==> src/rtl/step_controller_pkg.sv <==
// step_ctrl_pkg: shared types and defaults for the step controller slice.
// Contents: step_state_t FSM encoding, default counter width and watchdog limit.
// No ports; imported by step_controller_if, step_watchdog and step_controller.
package step_ctrl_pkg;

  typedef enum logic [1:0] {
    S_IDLE  = 2'b00,
    S_REQ   = 2'b01,
    S_FAULT = 2'b10
  } step_state_t;

  localparam int STEP_CNT_W_DEF   = 8;
  localparam int STEP_TIMEOUT_DEF = 255;

endpackage

==> src/rtl/step_controller_if.sv <==
// step_controller_if: groups the step/run inputs and the request/status outputs.
// Signals: StepPulse, RunMode, StepAck (to controller); StepReq, Busy, StepCount, Fault (from controller).
// Modports: master = the step controller, slave = the board/processor side driving it.
interface step_controller_if
  import step_ctrl_pkg::*;
#(
  parameter int CNT_W = STEP_CNT_W_DEF
);

  logic             StepPulse;
  logic             RunMode;
  logic             StepAck;
  logic             StepReq;
  logic             Busy;
  logic [CNT_W-1:0] StepCount;
  logic             Fault;

  modport master (
    input  StepPulse, RunMode, StepAck,
    output StepReq, Busy, StepCount, Fault
  );

  modport slave (
    output StepPulse, RunMode, StepAck,
    input  StepReq, Busy, StepCount, Fault
  );

endinterface

==> src/rtl/step_controller_watchdog.sv <==
// step_watchdog: counts consecutive cycles with Arm high and flags the cycle the limit is hit.
// Ports: Clk, Reset (sync, active-high), Arm (controller is in S_REQ), Expired (combinational flag).
// Expired is high during the TIMEOUT-th armed cycle so the owner can leave on that edge.
module step_watchdog
  import step_ctrl_pkg::*;
#(
  parameter int TIMEOUT = STEP_TIMEOUT_DEF
) (
  input  logic Clk,
  input  logic Reset,
  input  logic Arm,
  output logic Expired
);

  // timer_q holds the number of armed cycles already completed, so the
  // current armed cycle is number timer_q+1; it expires when that equals TIMEOUT.
  localparam logic [15:0] LIMIT = 16'(TIMEOUT - 1);

  logic [15:0] timer_q;

  always_ff @(posedge Clk) begin
    if (Reset) begin
      timer_q <= '0;
    end else if (!Arm) begin
      // Held at zero outside S_REQ, which is the same as clearing on entry.
      timer_q <= '0;
    end else if (timer_q != 16'hFFFF) begin
      timer_q <= timer_q + 16'd1;
    end
  end

  assign Expired = Arm && (timer_q == LIMIT);

endmodule

==> src/rtl/step_controller.sv <==
// step_controller: turns step pulses / run mode into a one-at-a-time StepReq/StepAck handshake.
// Ports: Clk, Reset (sync, active-high), bus (step_controller_if.master: inputs StepPulse,
// RunMode, StepAck; outputs StepReq, Busy, StepCount, Fault). Optional watchdog: STEP_WATCHDOG_EN.
module step_controller
  import step_ctrl_pkg::*;
#(
  parameter int CNT_W   = STEP_CNT_W_DEF,
  parameter int TIMEOUT = STEP_TIMEOUT_DEF
) (
  input  logic                     Clk,
  input  logic                     Reset,
  step_controller_if.master        bus
);

  step_state_t      state_q;
  logic [CNT_W-1:0] cnt_q;

`ifdef STEP_WATCHDOG_EN
  logic expired;

  step_watchdog #(
    .TIMEOUT (TIMEOUT)
  ) u_watchdog (
    .Clk     (Clk),
    .Reset   (Reset),
    .Arm     (state_q == S_REQ),
    .Expired (expired)
  );
`else
  // Limit is meaningless without the watchdog; keep it referenced.
  logic unused_timeout;
  assign unused_timeout = (TIMEOUT == 0);
`endif

  always_ff @(posedge Clk) begin
    if (Reset) begin
      state_q <= S_IDLE;
      cnt_q   <= '0;
    end else begin
      case (state_q)
        S_IDLE: begin
          // StepAck here is a stale ack (e.g. after a reset mid-request): ignored.
          if (bus.StepPulse || bus.RunMode) begin
            state_q <= S_REQ;
          end
        end
        S_REQ: begin
          // Pulses are not queued; an ack always wins over watchdog expiry.
          if (bus.StepAck) begin
            state_q <= S_IDLE;
            cnt_q   <= cnt_q + 1'b1;
          end
`ifdef STEP_WATCHDOG_EN
          else if (expired) begin
            state_q <= S_FAULT;
          end
`endif
        end
        S_FAULT: begin
          state_q <= S_FAULT;
        end
        default: begin
          state_q <= S_IDLE;
        end
      endcase
    end
  end

  assign bus.StepReq   = (state_q == S_REQ);
  assign bus.Busy      = (state_q == S_REQ);
  assign bus.StepCount = cnt_q;
`ifdef STEP_WATCHDOG_EN
  assign bus.Fault     = (state_q == S_FAULT);
`else
  assign bus.Fault     = 1'b0;
`endif

endmodule

==> src/flat_wrapper.sv <==
// flat-port wrapper written by rule: the top's interface ports become plain ports
module step_controller_flat import step_ctrl_pkg::*;
#(
  parameter int CNT_W   = STEP_CNT_W_DEF,
  parameter int TIMEOUT = STEP_TIMEOUT_DEF
)
  (Clk, Reset, bus_StepPulse, bus_RunMode, bus_StepAck, bus_StepReq, bus_Busy, bus_StepCount, bus_Fault);
  step_controller_if #(.CNT_W(CNT_W)) bus_i ();
  input  logic Clk;
  input  logic Reset;
  input wire logic [$bits(bus_i.StepPulse)-1:0] bus_StepPulse;
  input wire logic [$bits(bus_i.RunMode)-1:0] bus_RunMode;
  input wire logic [$bits(bus_i.StepAck)-1:0] bus_StepAck;
  output wire logic [$bits(bus_i.StepReq)-1:0] bus_StepReq;
  output wire logic [$bits(bus_i.Busy)-1:0] bus_Busy;
  output wire logic [$bits(bus_i.StepCount)-1:0] bus_StepCount;
  output wire logic [$bits(bus_i.Fault)-1:0] bus_Fault;
  assign bus_i.StepPulse = bus_StepPulse;
  assign bus_i.RunMode = bus_RunMode;
  assign bus_i.StepAck = bus_StepAck;
  assign bus_StepReq = bus_i.StepReq;
  assign bus_Busy = bus_i.Busy;
  assign bus_StepCount = bus_i.StepCount;
  assign bus_Fault = bus_i.Fault;
  step_controller #(.CNT_W(CNT_W), .TIMEOUT(TIMEOUT)) u_core (.Clk(Clk), .Reset(Reset), .bus(bus_i));
endmodule
==> config.mk <==
export PLATFORM = sky130hd
export DESIGN_NAME = step_controller_flat
export DESIGN_NICKNAME = d
export VERILOG_FILES = /design/src/rtl/step_controller_pkg.sv /design/src/rtl/step_controller_if.sv /design/src/rtl/step_controller_watchdog.sv /design/src/rtl/step_controller.sv /design/src/flat_wrapper.sv
export SDC_FILE = /design/constraint.sdc
export NUM_CORES = 1
export LEC_CHECK = 0
export ABC_AREA = 1
export CAP_MARGIN = 5
export CORE_AREA = 2 2 39 41
export DETAILED_ROUTE_END_ITERATION = 8
export DIE_AREA = 0 0 41 43
export PLACE_DENSITY = 0.66
export SLEW_MARGIN = 40
export SYNTH_ARGS = -nofsm -noshare
export SYNTH_HDL_FRONTEND = slang
export SYNTH_SLANG_ARGS = --single-unit
==> constraint.sdc <==
create_clock -name Clk -period 1.6 [get_ports Clk]
set_input_delay 0.32 -clock Clk [delete_from_list [all_inputs] [get_ports Clk]]
set_output_delay 0.32 -clock Clk [all_outputs]
set_load 0.05 [all_outputs]
==> impl_metrics.json <==
{
  "cts_tree": "built",
  "fin_cells": 95,
  "route.detailed.drc": 0,
  "maxSlewViolCount": 0,
  "synthesis.nets": 69,
  "cts.sinks": 10,
  "cts-root-buf": "clkbuf_4",
  "start_kind": "flop",
  "cts_resized": 0,
  "syn_area_um2": 485,
  "coreArea_mm2": 0.00138,
  "antenna_found_initial": 0,
  "syn_area_per_cell_um2": 7.71,
  "wl_um": 901,
  "die_w_um": 41,
  "leakage_uw": 0.000336,
  "ys_types": 18,
  "rows": 14,
  "fmax_mhz": 683,
  "die_h_um": 43,
  "hold_path_class": "flop to flop",
  "finalSetupViolCount": 0,
  "yosys_warnings": 0,
  "num_io_pins": 16,
  "cp_data_arrival_time_ns": 1.14,
  "clock_skew_ns": 0.00562,
  "rsz0062_at_grt": "false",
  "status": "completed",
  "finalPower_uw": 590,
  "pre_cts_ws_ns": 0.102,
  "fin_crit_sh": 0.915,
  "cp.required_ns": 1.28,
  "gr-total-overflow": 0,
  "clock_path_buffers": 2,
  "h-tree-depth": 1,
  "gp_congestion": 0.777,
  "critPathKind": "flop to output pin",
  "diodes": 0,
  "dr.pass1.iters": 4,
  "clk_latency_ns": 0.26,
  "hold_viol_final": 0,
  "grt_util_met1": 0.149,
  "grt_busiest_layer": "met2",
  "gr-usage-met2": 0.184,
  "drive_gt1_frac": 0.266,
  "grt.total_usage": 0.127,
  "synth_seq_cells": 10,
  "fin_crit_ns": 1.46,
  "clk_pin_slew_ns": 0.07,
  "grt_start_max_net_pins": 7,
  "final_common_cell": "nand2_1",
  "tns_ns": 0,
  "fillers": 116,
  "ant_nets": 0,
  "post-cts-setup-buffers": 0,
  "grt_use_met3": 0.0314,
  "peakVddDrop_v": 0.000468,
  "max_cap_violations": 0,
  "grt_pass1_wl_um": 1490,
  "initial_core_util": 0.351,
  "dr_total_vias": 440,
  "layout_common_cells": "nand2_1, dfxtp_1, nor2_1, buf_12, nand3_1",
  "finalWorstSetupSlack_ns": 0.136,
  "ys_seq_area_frac": 0.412,
  "port_buffers": 14,
  "syn_inst": 63,
  "hold_buffers": 0,
  "fin_nets": 86,
  "place_hpwl_um": 739,
  "drtIter0Drc": 1,
  "endpoint_kind": "output pin",
  "cts_buffers": 3,
  "grt_pass1_vias": 394,
  "wl_per_cell_um": 9.48,
  "avgViaCountPerCell": 4.63,
  "crit_fanout": 5,
  "powerDensity_mw_per_mm2": 779,
  "die_area_mm2": 0.00176,
  "dp.cells": 91,
  "areaGrowthSynthToFinish_pct": 55.9
}
power breakdown:
part / total, uW / internal, uW / switching, uW
registers: 263 / 254 / 8.69
logic: 98.5 / 44.3 / 54.2
clock network: 229 / 138 / 90.9
total: 590 / 436 / 154
flip-flops by register name (all words and copies together) (netlist names):
register / flops
u_core.state_q: 2
u_core.bus.StepCount: 8
Yosys cell counts (all sizes together):
cell type | number | area [um^2]
a211oi | 1 | 7.51
a21oi | 5 | 28.8
buf | 2 | 15.0
clkinv | 1 | 3.75
conb | 1 | 3.75
dfxtp | 10 | 200
ha | 1 | 12.5
inv | 5 | 18.8
nand2 | 15 | 56.3
nand3 | 6 | 42.5
nor2 | 12 | 68.8
nor3 | 2 | 10.0
xor2 | 2 | 17.5
worst max-delay path: stages (launching register included):
cell and delay (ns):
dfxtp_1 0.43, inv_1 0.08, nor2_2 0.20, buf_12 0.17
cell type report:
cell class	instances	area, um^2	share of cell area
clock buffer	4	36.3	0.0479
multi-input combinational	45	250	0.331
inverter	6	22.5	0.0298
timing repair buffer	14	228	0.301
tap	16	20.0	0.0264
sequential	10	200	0.264
kinds of logic (layout without fill, tap and decap cells):
| logic type | Yosys count | in the layout | synth area share |
|---|---|---|---|
| and+or+nand+nor | 35 | 35 | 0.366 |
| DFF | 10 | 10 | 0.412 |
| buffers and inverters | 8 | 24 | 0.0773 |
| AOI/OAI and AO/OA | 6 | 6 | 0.0748 |
| xor gates and xnor gates | 2 | 2 | 0.0361 |
| adders and majority gates | 1 | 1 | 0.0258 |
| other | 1 | 1 | 0.00772 |
worst paths after layout:
| kind | startpoint | end | slack [ns] | depth (start not counted) |
|---|---|---|---|---|
| setup reg to reg | u_core.bus.StepCount[0]$_SDFFE_PP0P_ | u_core.bus.StepCount[6]$_SDFFE_PP0P_ | 0.35 | 6 |
| hold / removal | u_core.state_q[1]$_SDFFE_PP0P_ | u_core.state_q[1]$_SDFFE_PP0P_ | 0.50 | 2 |
| hold reg to reg | u_core.state_q[1]$_SDFFE_PP0P_ | u_core.state_q[1]$_SDFFE_PP0P_ | 0.50 | 2 |
| setup / recovery | u_core.state_q[0]$_SDFFE_PP0P_ | bus_StepReq | 0.14 | 3 |
metal layers:
layer | vias up | wire length (um)
met2 | 12 | 455
met3 | 2 | 49
met1 | 195 | 385
li1 | 231 | -
met5 | - | 0
met4 | 0 | 10
metrics by stage:
stage               utilization  hold slack (ns)  cell area (um^2)
finish                    0.547            0.497               757
global route              0.547            0.527               757
CTS                       0.547            0.501               757
detailed placement        0.521            0.493               721
global placement          0.521            0.484               721
floorplan                     -            0.389               488
Power figures use the tool's default switching activity.
==> variant 1: new RTL, same flow settings <==
The package constant `STEP_CNT_W_DEF` goes from 8 to 10.
--- a/src/rtl/step_controller_pkg.sv
+++ b/src/rtl/step_controller_pkg.sv
@@ -9,7 +9,7 @@
     S_FAULT = 2'b10
   } step_state_t;
 
-  localparam int STEP_CNT_W_DEF   = 8;
+  localparam int STEP_CNT_W_DEF   = 10;
   localparam int STEP_TIMEOUT_DEF = 255;
 
 endpackage
Ports: changed (resized bus_StepCount); port bits go from 16 to 18. No check against the original RTL was run, so the function may have changed too.
==> variant 1 against the original RTL <==
  * Sequential cell count rose by 2
  * Maximum frequency decreased by 1.4%
  * Combinational power up 5%
  * Global-route usage rose by 4.3 points
  * Clock skew fell by 4.5 ps
  * Worst setup slack worse by 20 ps
  * Power up 0.68%
  * Area after synthesis up 25%
  * Count of clock-buffer cells in the layout fell by 1
  * Final area rose by 18%
  * Die area unchanged
  * Routed wire length grew 31%
  * Critical path type unchanged
  * Largest cell class unchanged
  * Highest routed layer unchanged
==> variant 1: results (changes against the original RTL) <==
Hold Path End: u_core.bus.StepCount[8]$_SDFFE_PP0P_ (was u_core.state_q[1]$_SDFFE_PP0P_)
met2 track utilization from global routing: 0.259 (was 0.184)
outcome: finished clean (unchanged)
CTS clk-pin slew, worst paths: 70 ps (about the same)
clk_skew: 1.12 ps (was 5.62 ps)
postcts setup bufs: 0 (unchanged)
total number of nets in the final design: 106 (was 86)
antenna cells: 0 (unchanged)
IR Drop Worst-Case VDD: 0.000479 V (was 0.000468 V)
number of instances on the worst hold path: 2 (unchanged)
later-pin clock latency in the skew report: 260 ps (about the same)
Yosys warning total: 0 (unchanged)
number of instances resized during post-cts repair: 0 (unchanged)
total clock buffers created by CTS: 3 (unchanged)
cell at the root of the clock tree: clkbuf_4 (unchanged)
initial antenna violation count: 0 (unchanged)
Critical-path top delay cell: dfxtp_1 (unchanged)
count of input and output buffers: 16 (was 14)
Data arrival, critical path: 1160 ps (was 1140 ps)
synthesized net count: 87 (was 69)
global-route wire length before repair: 2040 um (was 1490 um)
classification of the worst-slack hold path: register to register (unchanged)
Reg2Reg Capture Point: u_core.bus.StepCount[4]$_SDFFE_PP0P_ (was u_core.bus.StepCount[6]$_SDFFE_PP0P_)
Pre-antenna DRT Iters: 4 (unchanged)
H-tree levels: 1 (unchanged)
detailed-placement wirelength estimate: 949 um (was 739 um)
most frequent cells after synthesis: nand2_1 (15), dfxtp_1 (12), inv_1 (11) (was nand2_1 (15), dfxtp_1 (10), nor2_1 (10))
synth top area cells: dfxtp_1 (40%), nand2_1 (9.3%), inv_1 (6.8%) (was dfxtp_1 (41%), nand2_1 (12%), nor2_1 (7.7%))
number of global-route vias before repair: 509 (was 394)
depth of the most critical reg-to-reg path: 5 (was 6)
most frequently used flop master after synthesis: dfxtp_1 (unchanged)
drt total wl: 1180 um (was 901 um)
DRC marker count from the first detailed-route iteration: 6 (was 1)
Total Routing Usage GR: 0.170 (was 0.127)
pin count of the biggest net entering global routing: 9 (was 7)
startpoint of the tightest hold check path: u_core.bus.StepCount[8]$_SDFFE_PP0P_ (was u_core.state_q[1]$_SDFFE_PP0P_)
RD Place Congestion: 0.745 (was 0.777)
worst-path fanout max: 5 (unchanged)
synth unique cells: 21 (was 18)
R2R Path Start: u_core.bus.StepCount[0]$_SDFFE_PP0P_ (unchanged)
delay of the slowest cell on the worst path: 440 ps
Global Route met1 Usage: 0.200 (was 0.149)
leakage power: 0.382 nW (was 0.336 nW)
Synth async-reset ratio: 0 (unchanged)
Largest register FFs: 10 (was 8)
met3 usage: 0.0471 (was 0.0314)
layout cell share with drive strength beyond 1: 0.235 (was 0.266)
share of the yosys chip area belonging to registers: 0.396 (was 0.412)
mean number of vias per cell: 4.98 (was 4.63)
largest buffer count on any clock path: 2 (unchanged)
worst reg-to-reg setup slack: 290 ps (was 350 ps)
[variant 1: worst max-delay path by stage]
stage,slack [ps],endpoint,startpoint,cells after the start
floorplan,50,u_core.bus.StepCount[8]$_SDFFE_PP0P_,u_core.bus.StepCount[0]$_SDFFE_PP0P_,6
global placement,100,u_core.bus.StepCount[7]$_SDFFE_PP0P_,bus_StepAck,6
detailed placement,80,u_core.bus.StepCount[7]$_SDFFE_PP0P_,bus_StepAck,7
CTS,110,bus_Busy,u_core.state_q[0]$_SDFFE_PP0P_,3
global route,30,bus_Busy,u_core.state_q[0]$_SDFFE_PP0P_,3
finish,120,bus_Busy,u_core.state_q[0]$_SDFFE_PP0P_,3
[variant 1: cells by family (layout without fill, tap and decap cells)]
kind of cell / count (synthesis) / in the layout / share of synthesized area
AND/OR/NAND/NOR: 40 / 40 / 0.357
XOR/XNOR: 1 / 1 / 0.0144
buffers and inverters: 16 / 33 / 0.111
flip-flops: 12 / 12 / 0.396
other: 1 / 1 / 0.00618
AO/OA/AOI/OAI: 10 / 10 / 0.0948
adder cells (fa/ha/maj): 1 / 1 / 0.0206
[variant 1: where the power goes]
group,switching [W],leakage [nW],internal [W]
combinational,0.0000575,0.271,0.0000451
clock,0.0000919,0.0138,0.0000870
sequential,0.00000888,0.0971,0.000304
total,0.000158,0.382,0.000436
[variant 1: layout make-up]
type                            count  area, sq um
Sequential cell                    12          240
Fill cell                         122          492
Multi-Input combinational cell     53          302
Tap cell                           16         20.0
Inverter                           14         52.6
Clock buffer                        3         22.5
Timing Repair Buffer               16          255
[variant 1: metrics by stage]
step / std cells / instance area [sq um] / hold WS (ps) / worst slack [ps] / power, W
finish: 114 / 892 / 466 / 115 / 0.000594
global route: 114 / 892 / 497 / 25.6 / 0.000620
CTS: 114 / 892 / 467 / 106 / 0.000602
detailed placement: 111 / 870 / 456 / 81.9 / 0.000422
global placement: 111 / 870 / 449 / 97.5 / 0.000421
floorplan: 81 / 609 / 389 / 53.2 / 0.000376
[variant 1: critical path, delay by kind of cell (launching register included)]
kind / cells / cell delay, ps
buffers and inverters: 2 / 250
and+or+nand+nor: 1 / 210
DFF: 1 / 440
[variant 1: routing by layer]
layer,vias up,part of all wire
li1,295,-
met1,254,0.46
met5,-,0
met2,15,0.47
met3,4,0.049
met4,0,0.020
==> variant 2: new RTL, same settings <==
Made on the original files. Encoding of `step_state_t`: now one-hot (3 bits for 3 states).
--- a/src/rtl/step_controller_pkg.sv
+++ b/src/rtl/step_controller_pkg.sv
@@ -3,10 +3,10 @@
 // No ports; imported by step_controller_if, step_watchdog and step_controller.
 package step_ctrl_pkg;
 
-  typedef enum logic [1:0] {
-    S_IDLE  = 2'b00,
-    S_REQ   = 2'b01,
-    S_FAULT = 2'b10
+  typedef enum logic [2:0] {
+    S_IDLE  = 3'b001,
+    S_REQ   = 3'b010,
+    S_FAULT = 3'b100
   } step_state_t;
 
   localparam int STEP_CNT_W_DEF   = 8;
Function: same outputs for any inputs over 10 cycles, from zero or initial values and one cycle with Reset high; not proved beyond that.
==> variant 2 against the original RTL <==
  * Routed wire length rose by 8.3%
  * Area after synthesis rose by 7.2%
  * Sequential cell count rose by 1
  * Core utilization rose by 1.7 points
  * Final area rose by 3.1%
  * Worst setup slack improved by 7.9 ps
  * Power fell by 1.1%
  * Global-route usage rose by 1.8 points
  * Critical path depth rose by 1
  * Critical path type unchanged
  * Critical endpoint unchanged
==> variant 2: results (changes against the original RTL) <==
Hold Path End: u_core.state_q[2]$_SDFFE_PP0P_ (was u_core.state_q[1]$_SDFFE_PP0P_)
Placement Setup Slack: 183 ps (was 102 ps)
total number of nets in the final design: 99 (was 86)
count of fill cells added during filler insertion: 128 (was 116)
sequential logic power: 0.000293 W (was 0.000263 W)
switching component of the power: 0.000165 W (was 0.000154 W)
number of global-route vias before repair: 445 (was 394)
later-pin clock latency in the skew report: 280 ps (was 260 ps)
worst reg-to-reg setup slack: 370 ps (was 350 ps)
Total Routing Usage GR: 0.145 (was 0.127)
synthesized net count: 82 (was 69)
largest buffer count on any clock path: 2 (unchanged)
post-placement cell area: 753 sq um (was 721 sq um)
synth top area cells: dfxtp_1 (42%), nand2_1 (14%), nor2_1 (12%) (was dfxtp_1 (41%), nand2_1 (12%), nor2_1 (7.7%))
DRC marker count from the first detailed-route iteration: 11 (was 1)
startpoint of the tightest hold check path: u_core.state_q[2]$_SDFFE_PP0P_ (was u_core.state_q[1]$_SDFFE_PP0P_)
outcome: finished clean (unchanged)
IR Drop Worst-Case VDD: 0.000592 V (was 0.000468 V)
clk_skew: 6.69 ps (was 5.62 ps)
global-route wire length before repair: 1730 um (was 1490 um)
detailed-placement wirelength estimate: 799 um (was 739 um)
RD Place Congestion: 0.814 (was 0.777)
most frequent cells after synthesis: nand2_1 (20), nor2_1 (17), dfxtp_1 (11) (was nand2_1 (15), dfxtp_1 (10), nor2_1 (10))
leakage power: 0.344 nW (was 0.336 nW)
mean number of vias per cell: 4.76 (was 4.63)
pin count of the biggest net entering global routing: 9 (was 7)
synth unique cells: 16 (was 18)
number of instances on the worst hold path: 2 (unchanged)
worst-path fanout max: 3 (was 5)
Pre-antenna DRT Iters: 4 (unchanged)
PwrDens: 748 nW/um^2 (was 779 nW/um^2)
variant 2: worst max path at each step:
stage	slack, ps	startpoint	endpoint	depth (start not counted)
after floorplan	120	u_core.bus.StepCount[0]$_SDFFE_PP0P_	u_core.bus.StepCount[6]$_SDFFE_PP0P_	6
after global placement	210	bus_StepAck	u_core.bus.StepCount[3]$_SDFFE_PP0P_	6
after detailed placement	180	bus_StepAck	u_core.bus.StepCount[7]$_SDFFE_PP0P_	6
after CTS	130	u_core.state_q[2]$_SDFFE_PP0P_	bus_StepReq	4
after global routing	60	u_core.state_q[2]$_SDFFE_PP0P_	bus_StepReq	4
final	140	u_core.state_q[2]$_SDFFE_PP0P_	bus_StepReq	4
variant 2: metal layers:
metal,global-route usage,routed length (um)
met5,0,0
met4,0.100,34
met3,0.0419,69
met2,0.213,490
met1,0.173,382
variant 2: area by class of cell:
class,instances,area share
Multi-Input combinational cell,57,0.337
Clock inverter,1,0.00641
Tap cell,16,0.0256
Clock buffer,3,0.0288
Sequential cell,11,0.282
Timing Repair Buffer,14,0.292
Inverter,6,0.0288
variant 2: per-stage QoR:
stage                     hold slack (ps)  instances  utilization
after floorplan                       389         76            -
after global placement                487        104        0.544
after detailed placement              488        104        0.544
after CTS                             499        108        0.564
after global routing                  536        108        0.564
final                                 490        108        0.564
variant 2: cells by family after synthesis:
group	synth area share
buffers and inverters	0.0721
flip-flops	0.423
adder cells (fa/ha/maj)	0.0240
AND/OR/NAND/NOR	0.392
XOR/XNOR	0.0337
AO/OA/AOI/OAI	0.0481
other	0.00720
variant 2: critical path: stages, from the launching register on:
cell and delay (ps):
dfxtp_1 330, nor2_2 130, nand2_1 80, inv_1 150
buf_12 160
